[config.mk]
export PLATFORM = sky130hd
export DESIGN_NAME = axi_lite_cfg_slave
export DESIGN_NICKNAME = d
export VERILOG_FILES = /design/src/rtl/axi_lite_cfg_pkg.sv /design/src/rtl/axi_lite_skid1.sv /design/src/rtl/axi_lite_cfg_slave.sv
export SDC_FILE = /design/constraint.sdc
export NUM_CORES = 1
export LEC_CHECK = 0
export ABC_AREA = 1
export CAP_MARGIN = 10
export CORE_AREA = 4 4 453 455
export CTS_BUF_LIST = sky130_fd_sc_hd__clkbuf_8 sky130_fd_sc_hd__clkbuf_16
export CTS_CLUSTER_DIAMETER = 60
export DETAILED_ROUTE_END_ITERATION = 8
export DIE_AREA = 0 0 457 459
export PLACE_DENSITY = 0.31
export SETUP_SLACK_MARGIN = 0.5
export SYNTH_ARGS = -nofsm -noshare
export SYNTH_HDL_FRONTEND = slang
export SYNTH_SLANG_ARGS = --single-unit
[constraint.sdc]
create_clock -name clk -period 1.6 [get_ports clk]
set_input_delay 0.16 -clock clk [delete_from_list [all_inputs] [get_ports clk]]
set_output_delay 0.16 -clock clk [all_outputs]
set_load 0.05 [all_outputs]
[src/rtl/axi_lite_cfg_pkg.sv]
// Shared constants and helpers for the AXI-Lite configuration slave.
// Response codes, status register layout, address decode and byte-lane merge.
package axi_lite_cfg_pkg;

    localparam logic [1:0] RESP_OKAY   = 2'b00;
    localparam logic [1:0] RESP_SLVERR = 2'b10;

    localparam logic [7:0] STATUS_ADDR = 8'h80;

    localparam int ST_BUSY    = 0;
    localparam int ST_DONE    = 1;
    localparam int ST_OVERRUN = 2;

    typedef enum logic [1:0] {
        DEC_CFG    = 2'd0,
        DEC_STATUS = 2'd1,
        DEC_ERR    = 2'd2
    } dec_e;

    // Word index is addr[7:2]; everything else in the address is ignored.
    function automatic dec_e decode_addr(input logic [5:0] idx, input logic [5:0] last_idx);
        dec_e d;
        if (idx <= last_idx) begin
            d = DEC_CFG;
        end else if (idx == STATUS_ADDR[7:2]) begin
            d = DEC_STATUS;
        end else begin
            d = DEC_ERR;
        end
        return d;
    endfunction

    function automatic logic [31:0] merge_bytes(input logic [31:0] old_v,
                                                input logic [31:0] new_v,
                                                input logic [3:0]  strb);
        logic [31:0] r;
        r = old_v;
        for (int b = 0; b < 4; b++) begin
            r[8*b +: 8] = strb[b] ? new_v[8*b +: 8] : old_v[8*b +: 8];
        end
        return r;
    endfunction

endpackage

[src/rtl/axi_lite_skid1.sv]
// One-entry valid/ready holding buffer: ready while empty, cleared by pop_i.
module axi_lite_skid1 #(
    parameter int W = 32
) (
    input  logic         clk,
    input  logic         rst_n,
    input  logic         valid_i,
    output logic         ready_o,
    input  logic [W-1:0] data_i,
    input  logic         pop_i,
    output logic         full_o,
    output logic [W-1:0] data_o
);

    logic         full_q, full_d;
    logic [W-1:0] data_q, data_d;

    // Load on handshake, drain on pop; the two are exclusive since ready means empty.
    always_comb begin
        full_d = full_q;
        data_d = data_q;
        if (valid_i && !full_q) begin
            full_d = 1'b1;
            data_d = data_i;
        end else if (pop_i) begin
            full_d = 1'b0;
        end else begin
            full_d = full_q;
        end
    end

    // Buffer state register.
    always_ff @(posedge clk or negedge rst_n) begin
        if (!rst_n) begin
            full_q <= 1'b0;
            data_q <= '0;
        end else begin
            full_q <= full_d;
            data_q <= data_d;
        end
    end

    assign ready_o = ~full_q;
    assign full_o  = full_q;
    assign data_o  = data_q;

endmodule

[src/rtl/axi_lite_cfg_slave.sv]
// AXI-Lite config register file driving a wide payload, engine start pulse and status/IRQ.
// Optional macro AXI_LITE_CFG_READBACK_EN enables read-back of the config registers.
module axi_lite_cfg_slave
    import axi_lite_cfg_pkg::*;
#(
    parameter int DATA_WIDTH      = 32,
    parameter int ADDR_WIDTH      = 32,
    parameter int REGISTER_NUMBER = 14
) (
    input  logic                    clk,
    input  logic                    rst_n,
    input  logic                    s_axi_awvalid,
    output logic                    s_axi_awready,
    input  logic [ADDR_WIDTH-1:0]   s_axi_awaddr,
    input  logic [2:0]              s_axi_awprot,
    input  logic                    s_axi_wvalid,
    output logic                    s_axi_wready,
    input  logic [DATA_WIDTH-1:0]   s_axi_wdata,
    input  logic [DATA_WIDTH/8-1:0] s_axi_wstrb,
    output logic                    s_axi_bvalid,
    input  logic                    s_axi_bready,
    output logic [1:0]              s_axi_bresp,
    input  logic                    s_axi_arvalid,
    output logic                    s_axi_arready,
    input  logic [ADDR_WIDTH-1:0]   s_axi_araddr,
    input  logic [2:0]              s_axi_arprot,
    output logic                    s_axi_rvalid,
    input  logic                    s_axi_rready,
    output logic [DATA_WIDTH-1:0]   s_axi_rdata,
    output logic [1:0]              s_axi_rresp,
    output logic [1023:0]           payload,
    output logic                    engine_start,
    input  logic                    engine_done,
    output logic                    interrupt_req
);

    localparam logic [5:0] LAST_IDX = 6'(REGISTER_NUMBER);
    localparam int         WB_W     = DATA_WIDTH + DATA_WIDTH/8;

    logic                  aw_full_s, w_full_s, commit_s, trig_s;
    logic [7:0]            aw_addr_s;
    logic [WB_W-1:0]       w_buf_s;
    logic [DATA_WIDTH-1:0] wdata_s;
    logic [3:0]            wstrb_s;
    logic [5:0]            w_idx_s, r_idx_s;
    dec_e                  w_dec_s, r_dec_s;

    logic [31:0] regs_q [REGISTER_NUMBER+1];
    logic        busy_q, done_q, ovr_q, start_q;
    logic        busy_d, done_d, ovr_d, start_d, busy_mid_s, done_clr_s, ovr_clr_s;
    logic        bvalid_q, bvalid_d, rvalid_q, rvalid_d, ar_hs_s;
    logic [1:0]  bresp_q, bresp_d, rresp_q, rresp_d, rresp_n_s;
    logic [31:0] rdata_q, rdata_d, rdata_n_s, rd_cfg_s, status_s;

    axi_lite_skid1 #(.W(8)) u_aw_buf (
        .clk     (clk),
        .rst_n   (rst_n),
        .valid_i (s_axi_awvalid),
        .ready_o (s_axi_awready),
        .data_i  (s_axi_awaddr[7:0]),
        .pop_i   (commit_s),
        .full_o  (aw_full_s),
        .data_o  (aw_addr_s)
    );

    axi_lite_skid1 #(.W(WB_W)) u_w_buf (
        .clk     (clk),
        .rst_n   (rst_n),
        .valid_i (s_axi_wvalid),
        .ready_o (s_axi_wready),
        .data_i  ({s_axi_wstrb, s_axi_wdata}),
        .pop_i   (commit_s),
        .full_o  (w_full_s),
        .data_o  (w_buf_s)
    );

    assign wdata_s  = w_buf_s[DATA_WIDTH-1:0];
    assign wstrb_s  = w_buf_s[WB_W-1 -: 4];
    assign w_idx_s  = aw_addr_s[7:2];
    assign w_dec_s  = decode_addr(w_idx_s, LAST_IDX);
    assign commit_s = aw_full_s && w_full_s && (!bvalid_q || s_axi_bready);
    assign trig_s   = commit_s && (w_dec_s == DEC_CFG) && (w_idx_s == LAST_IDX);

    // Config register file, byte-lane updates on commit.
    always_ff @(posedge clk or negedge rst_n) begin
        if (!rst_n) begin
            for (int k = 0; k <= REGISTER_NUMBER; k++) regs_q[k] <= 32'd0;
        end else if (commit_s && (w_dec_s == DEC_CFG)) begin
            for (int k = 0; k <= REGISTER_NUMBER; k++) begin
                if (w_idx_s == 6'(k)) regs_q[k] <= merge_bytes(regs_q[k], wdata_s, wstrb_s);
            end
        end
    end

    // engine_done is applied before the trigger so a same-cycle trigger still starts.
    assign done_clr_s = commit_s && (w_dec_s == DEC_STATUS) && wstrb_s[0] && wdata_s[ST_DONE];
    assign ovr_clr_s  = commit_s && (w_dec_s == DEC_STATUS) && wstrb_s[0] && wdata_s[ST_OVERRUN];
    assign busy_mid_s = busy_q & ~engine_done;
    assign start_d    = trig_s & ~busy_mid_s;
    assign busy_d     = busy_mid_s | start_d;
    assign done_d     = (done_q & ~done_clr_s) | engine_done;
    assign ovr_d      = (ovr_q & ~ovr_clr_s) | (trig_s & busy_mid_s);

    assign bvalid_d = commit_s ? 1'b1 : (s_axi_bready ? 1'b0 : bvalid_q);
    assign bresp_d  = commit_s ? ((w_dec_s == DEC_ERR) ? RESP_SLVERR : RESP_OKAY) : bresp_q;

    assign r_idx_s = s_axi_araddr[7:2];
    assign r_dec_s = decode_addr(r_idx_s, LAST_IDX);
    assign ar_hs_s = s_axi_arvalid && !rvalid_q;

`ifdef AXI_LITE_CFG_READBACK_EN
    // Config read-back mux.
    always_comb begin
        rd_cfg_s = 32'd0;
        for (int k = 0; k <= REGISTER_NUMBER; k++) begin
            rd_cfg_s = (r_idx_s == 6'(k)) ? regs_q[k] : rd_cfg_s;
        end
    end
`else
    assign rd_cfg_s = 32'd0;
`endif

    // Status word and read response selection.
    always_comb begin
        status_s             = 32'd0;
        status_s[ST_BUSY]    = busy_q;
        status_s[ST_DONE]    = done_q;
        status_s[ST_OVERRUN] = ovr_q;
        case (r_dec_s)
            DEC_CFG: begin
                rdata_n_s = rd_cfg_s;
                rresp_n_s = RESP_OKAY;
            end
            DEC_STATUS: begin
                rdata_n_s = status_s;
                rresp_n_s = RESP_OKAY;
            end
            default: begin
                rdata_n_s = 32'd0;
                rresp_n_s = RESP_SLVERR;
            end
        endcase
    end

    assign rvalid_d = ar_hs_s ? 1'b1 : (s_axi_rready ? 1'b0 : rvalid_q);
    assign rdata_d  = ar_hs_s ? rdata_n_s : rdata_q;
    assign rresp_d  = ar_hs_s ? rresp_n_s : rresp_q;

    // Status, start pulse and AXI response registers.
    always_ff @(posedge clk or negedge rst_n) begin
        if (!rst_n) begin
            busy_q   <= 1'b0;
            done_q   <= 1'b0;
            ovr_q    <= 1'b0;
            start_q  <= 1'b0;
            bvalid_q <= 1'b0;
            bresp_q  <= RESP_OKAY;
            rvalid_q <= 1'b0;
            rresp_q  <= RESP_OKAY;
            rdata_q  <= 32'd0;
        end else begin
            busy_q   <= busy_d;
            done_q   <= done_d;
            ovr_q    <= ovr_d;
            start_q  <= start_d;
            bvalid_q <= bvalid_d;
            bresp_q  <= bresp_d;
            rvalid_q <= rvalid_d;
            rresp_q  <= rresp_d;
            rdata_q  <= rdata_d;
        end
    end

    // Flatten the register file onto the payload bus.
    always_comb begin
        payload = '0;
        for (int k = 0; k <= REGISTER_NUMBER; k++) payload[32*k +: 32] = regs_q[k];
    end

    assign s_axi_bvalid  = bvalid_q;
    assign s_axi_bresp   = bresp_q;
    assign s_axi_arready = ~rvalid_q;
    assign s_axi_rvalid  = rvalid_q;
    assign s_axi_rdata   = rdata_q;
    assign s_axi_rresp   = rresp_q;
    assign engine_start  = start_q;
    assign interrupt_req = done_q;

    wire unused_s = ^{s_axi_awprot, s_axi_arprot, aw_addr_s[1:0], s_axi_araddr[1:0],
                      s_axi_awaddr[ADDR_WIDTH-1:8], s_axi_araddr[ADDR_WIDTH-1:8]};

endmodule

==> impl_metrics.ini <==
[outcome]
outcome = complete, but fails checks
violations = negative setup slack

[placement]
port_buffers = 547
hpwl_um = 103000
gp_congestion = 0.737

[global_routing]
met3_usage_pct = 3.15
grt_antenna_before_repair = 11
grt_pass1_wl_um = 186000
grtUsageMet1_pct = 15.0
grt_use_total_pct = 12.5
grt_start_max_net_pins = 89
grt_pass1_vias = 22500
grt_util_met2_pct = 21.8
grt-ovfl-total = 0
grt_busiest_layer = met2

[setup_path]
worst-path-buf-inv = 3
start_kind = flop
cp.arrival_ns = 2.40
regToRegSetupSlack_ns = -0.22
critPathSlowestCell = dfrtp_1
crit_type = flop to flop
crit_required_ns = 2.18
cp-end-kind = flop
critPathTopFamily = simple AND/OR/NAND/NOR gates
path_max_fanout = 8
crit_path_max_incr_delay_ns = 0.41
crit_path_cell_trace = nor2_4, o21ai_2, nor2_4, buf_12, buf_16, buf_12, nand3_4, nand2_1, nand2_1

[floorplanning]
core-area_sq_um = 201000
die_h_um = 459
dieArea_sq_um = 210000
dieWidth_um = 457
row_count = 165
start_util_pct = 13.0
io_pins = 1181

[synthesis]
syn_area_sq_um = 26200
ys_types = 19
seq_area_frac_synth_pct = 51.0
yosysTopAreaCell = dfrtp_1
postSynthAreaPerCell_sq_um = 8.77
synth_top_area_share_pct = 51.0
ys_warn_count = 0
synth_seq_cells = 535
synth_cells = 2991
ys_top_cells_by_area = dfrtp_1 51%, buf_4 16%, nand2_1 14%

[timing]
rsz0062_at_grt = yes
slew_headroom_pct = 57.7
drv_slew = 0
worst_pin_slew_ns = 0.633
hold_violations = 0
whs_ns = 0.0840
fin_crit_ns = 1.82
fmax_ghz = 0.550
final.setup.tns_ns = -65.84
post-route-period-util_pct = 114
finClkSkew_ns = 0.0361
setup_viol = 487
setup_ws_ns = -0.219

[clock_tree]
cts-root-buf = clkbuf_16
clk_latency_ns = 0.71
htreeDepth = 3
cts_buffer_depth = 3
cts_buffers = 88
cts.sinks = 535
cts_tree = built
clk_pin_slew_ns = 0.05

[route]
via_per_inst = 3.46
drt_iter0_markers = 1174
wl_per_cell_um = 20.9
firstDrtPassIters = 5
vias = 22700
drc = 0
drt_wl_total_um = 137000
detail-route-antenna-nets = 0

[power]
ir_worst_vdd_v = 0.000763
p_leak_nw = 20.4
power_density_nw_per_um2 = 1500

[layout]
post_route_cells_drive_above_1_share_pct = 29.0
syn_to_final_growth_pct = 50.3
nets = 3923

[job]
drv_cap = 0

[min_path]
hold_class = input port to flop
==> repair_timing <==
item / 4_1_cts / 5_1_grt
setup endpoints to repair: 1019 / 1029
resized for setup: 69 / 75
setup buffers: 35 / 6
endpoints found under the hold margin: 567 / 0
pin swaps: 12 / 12
hold buffers: 34 / 0
cloned: 7 / 5
==> state kept, by name, indices dropped and copies added, names as in the netlist <==
register         flops
u_w_buf.data_o      36
s_axi_rresp          1
s_axi_bresp          1
s_axi_rdata          3
ovr_q                1
s_axi_rvalid         1
busy_q               1
payload            480
u_aw_buf.data_o      6
u_aw_buf.full_o      1
s_axi_bvalid         1
engine_start         1
interrupt_req        1
u_w_buf.full_o       1
==> cell usage in the layout, fill, tap and decap left out, types with 9 or more instances in the layout <==
master / netlist / routed
nand2_1: 963 / 914
buf_4: 575 / 678
conb_1: 1 / 575
dfrtp_1: 535 / 528
nand4_1: 459 / 459
buf_12: 0 / 99
clkbuf_16: 0 / 95
inv_1: 48 / 58
clkdlybuf4s50_1: 0 / 54
nor2_1: 60 / 45
nand2_2: 0 / 45
nand3_4: 0 / 43
buf_6: 0 / 43
o21ai_0: 43 / 42
a21oi_1: 38 / 38
dlygate4sd3_1: 0 / 34
nor2_4: 1 / 18
clkbuf_8: 0 / 13
nand3_2: 0 / 11
buf_16: 0 / 11
clkinv_2: 0 / 10
inv_6: 0 / 10
clkinvlp_4: 0 / 9
==> per-layer routing <==
metal	vias to the layer above	wire [um]
met5	-	20
met4	2	3850
met3	160	8310
met2	837	68100
met1	11200	57000
li1	10500	-
==> path summary, 6_finish.rpt <==
kind / start / endpoint / cells after the start
max in group asynchronous: rst_n / payload[284] / 3
min in group asynchronous: rst_n / payload[348] / 3
min reg2reg: payload[108] / payload[108] / 2
max reg2reg: u_aw_buf.data_o[6] / payload[305] / 9
max: u_aw_buf.data_o[6] / payload[305] / 9
min: s_axi_awaddr[5] / u_aw_buf.data_o[5] / 3
==> synth_stat cells <==
cell / count
buf_1: 5
nor2_2: 3
buf_2: 82
clkinv_1: 1
conb_1: 1
nand3_1: 57
inv_1: 48
buf_4: 575
nand4_1: 459
dfrtp_1: 535
a21oi_2: 1
o21ai_0: 43
clkbuf_1: 113
a21oi_1: 38
nor2_1: 60
mux2_2: 4
nor2_4: 1
nor3_1: 2
nand2_1: 963
==> stage by stage <==
step | utilization, % | area, sq um | setup WS [ns] | power [W] | cells
5_1_grt | 19.6 | 39400 | -0.332 | 0.0618 | 6552
4_1_cts | 19.4 | 39000 | -0.249 | 0.0601 | 6538
2_1_floorplan | - | 29200 | 0.106 | 0.0290 | 3565
6_report | 19.6 | 39400 | -0.219 | 0.0590 | 6555
3_5_place_dp | 17.3 | 34800 | -0.529 | 0.0389 | 6304
3_3_place_gp | 17.3 | 34800 | -0.542 | 0.0389 | 6304
==> worst min-delay path: stages <==
cell             delay (ns)
clkdlybuf4s50_1        0.42
nor2_1                 0.11
a21oi_1                0.04
==> area by class of cell <==
type	instances	area, sq um
clock buffer	103	2430
tap	2672	3340
multi-input combinational	2206	10500
sequential	535	13400
clock inverter	55	561
inverter	49	194
fill	22400	162000
timing repair buffer	929	8960
antenna	6	15.0
==> cells by family (layout without fill, tap and decap cells) <==
logic type             count (synthesis)  in the layout  synth area share [%]
and+or+nand+nor                     1545           1545                  26.8
buffers and inverters                824           1136                  20.4
DFF                                  535            535                  51.0
AOI/OAI and AO/OA                     82             82                  1.58
muxes                                  4              4                 0.172
other                                  1            581                0.0143
==> power breakdown <==
part / internal, W / total (W) / leakage, nW / switching (W)
Sequential: 0.0150 / 0.0166 / 7.31 / 0.00158
Clock: 0.0122 / 0.0198 / 1.52 / 0.00764
Combinational: 0.00600 / 0.0227 / 11.6 / 0.0167
(Power assumes the default switching activity.)
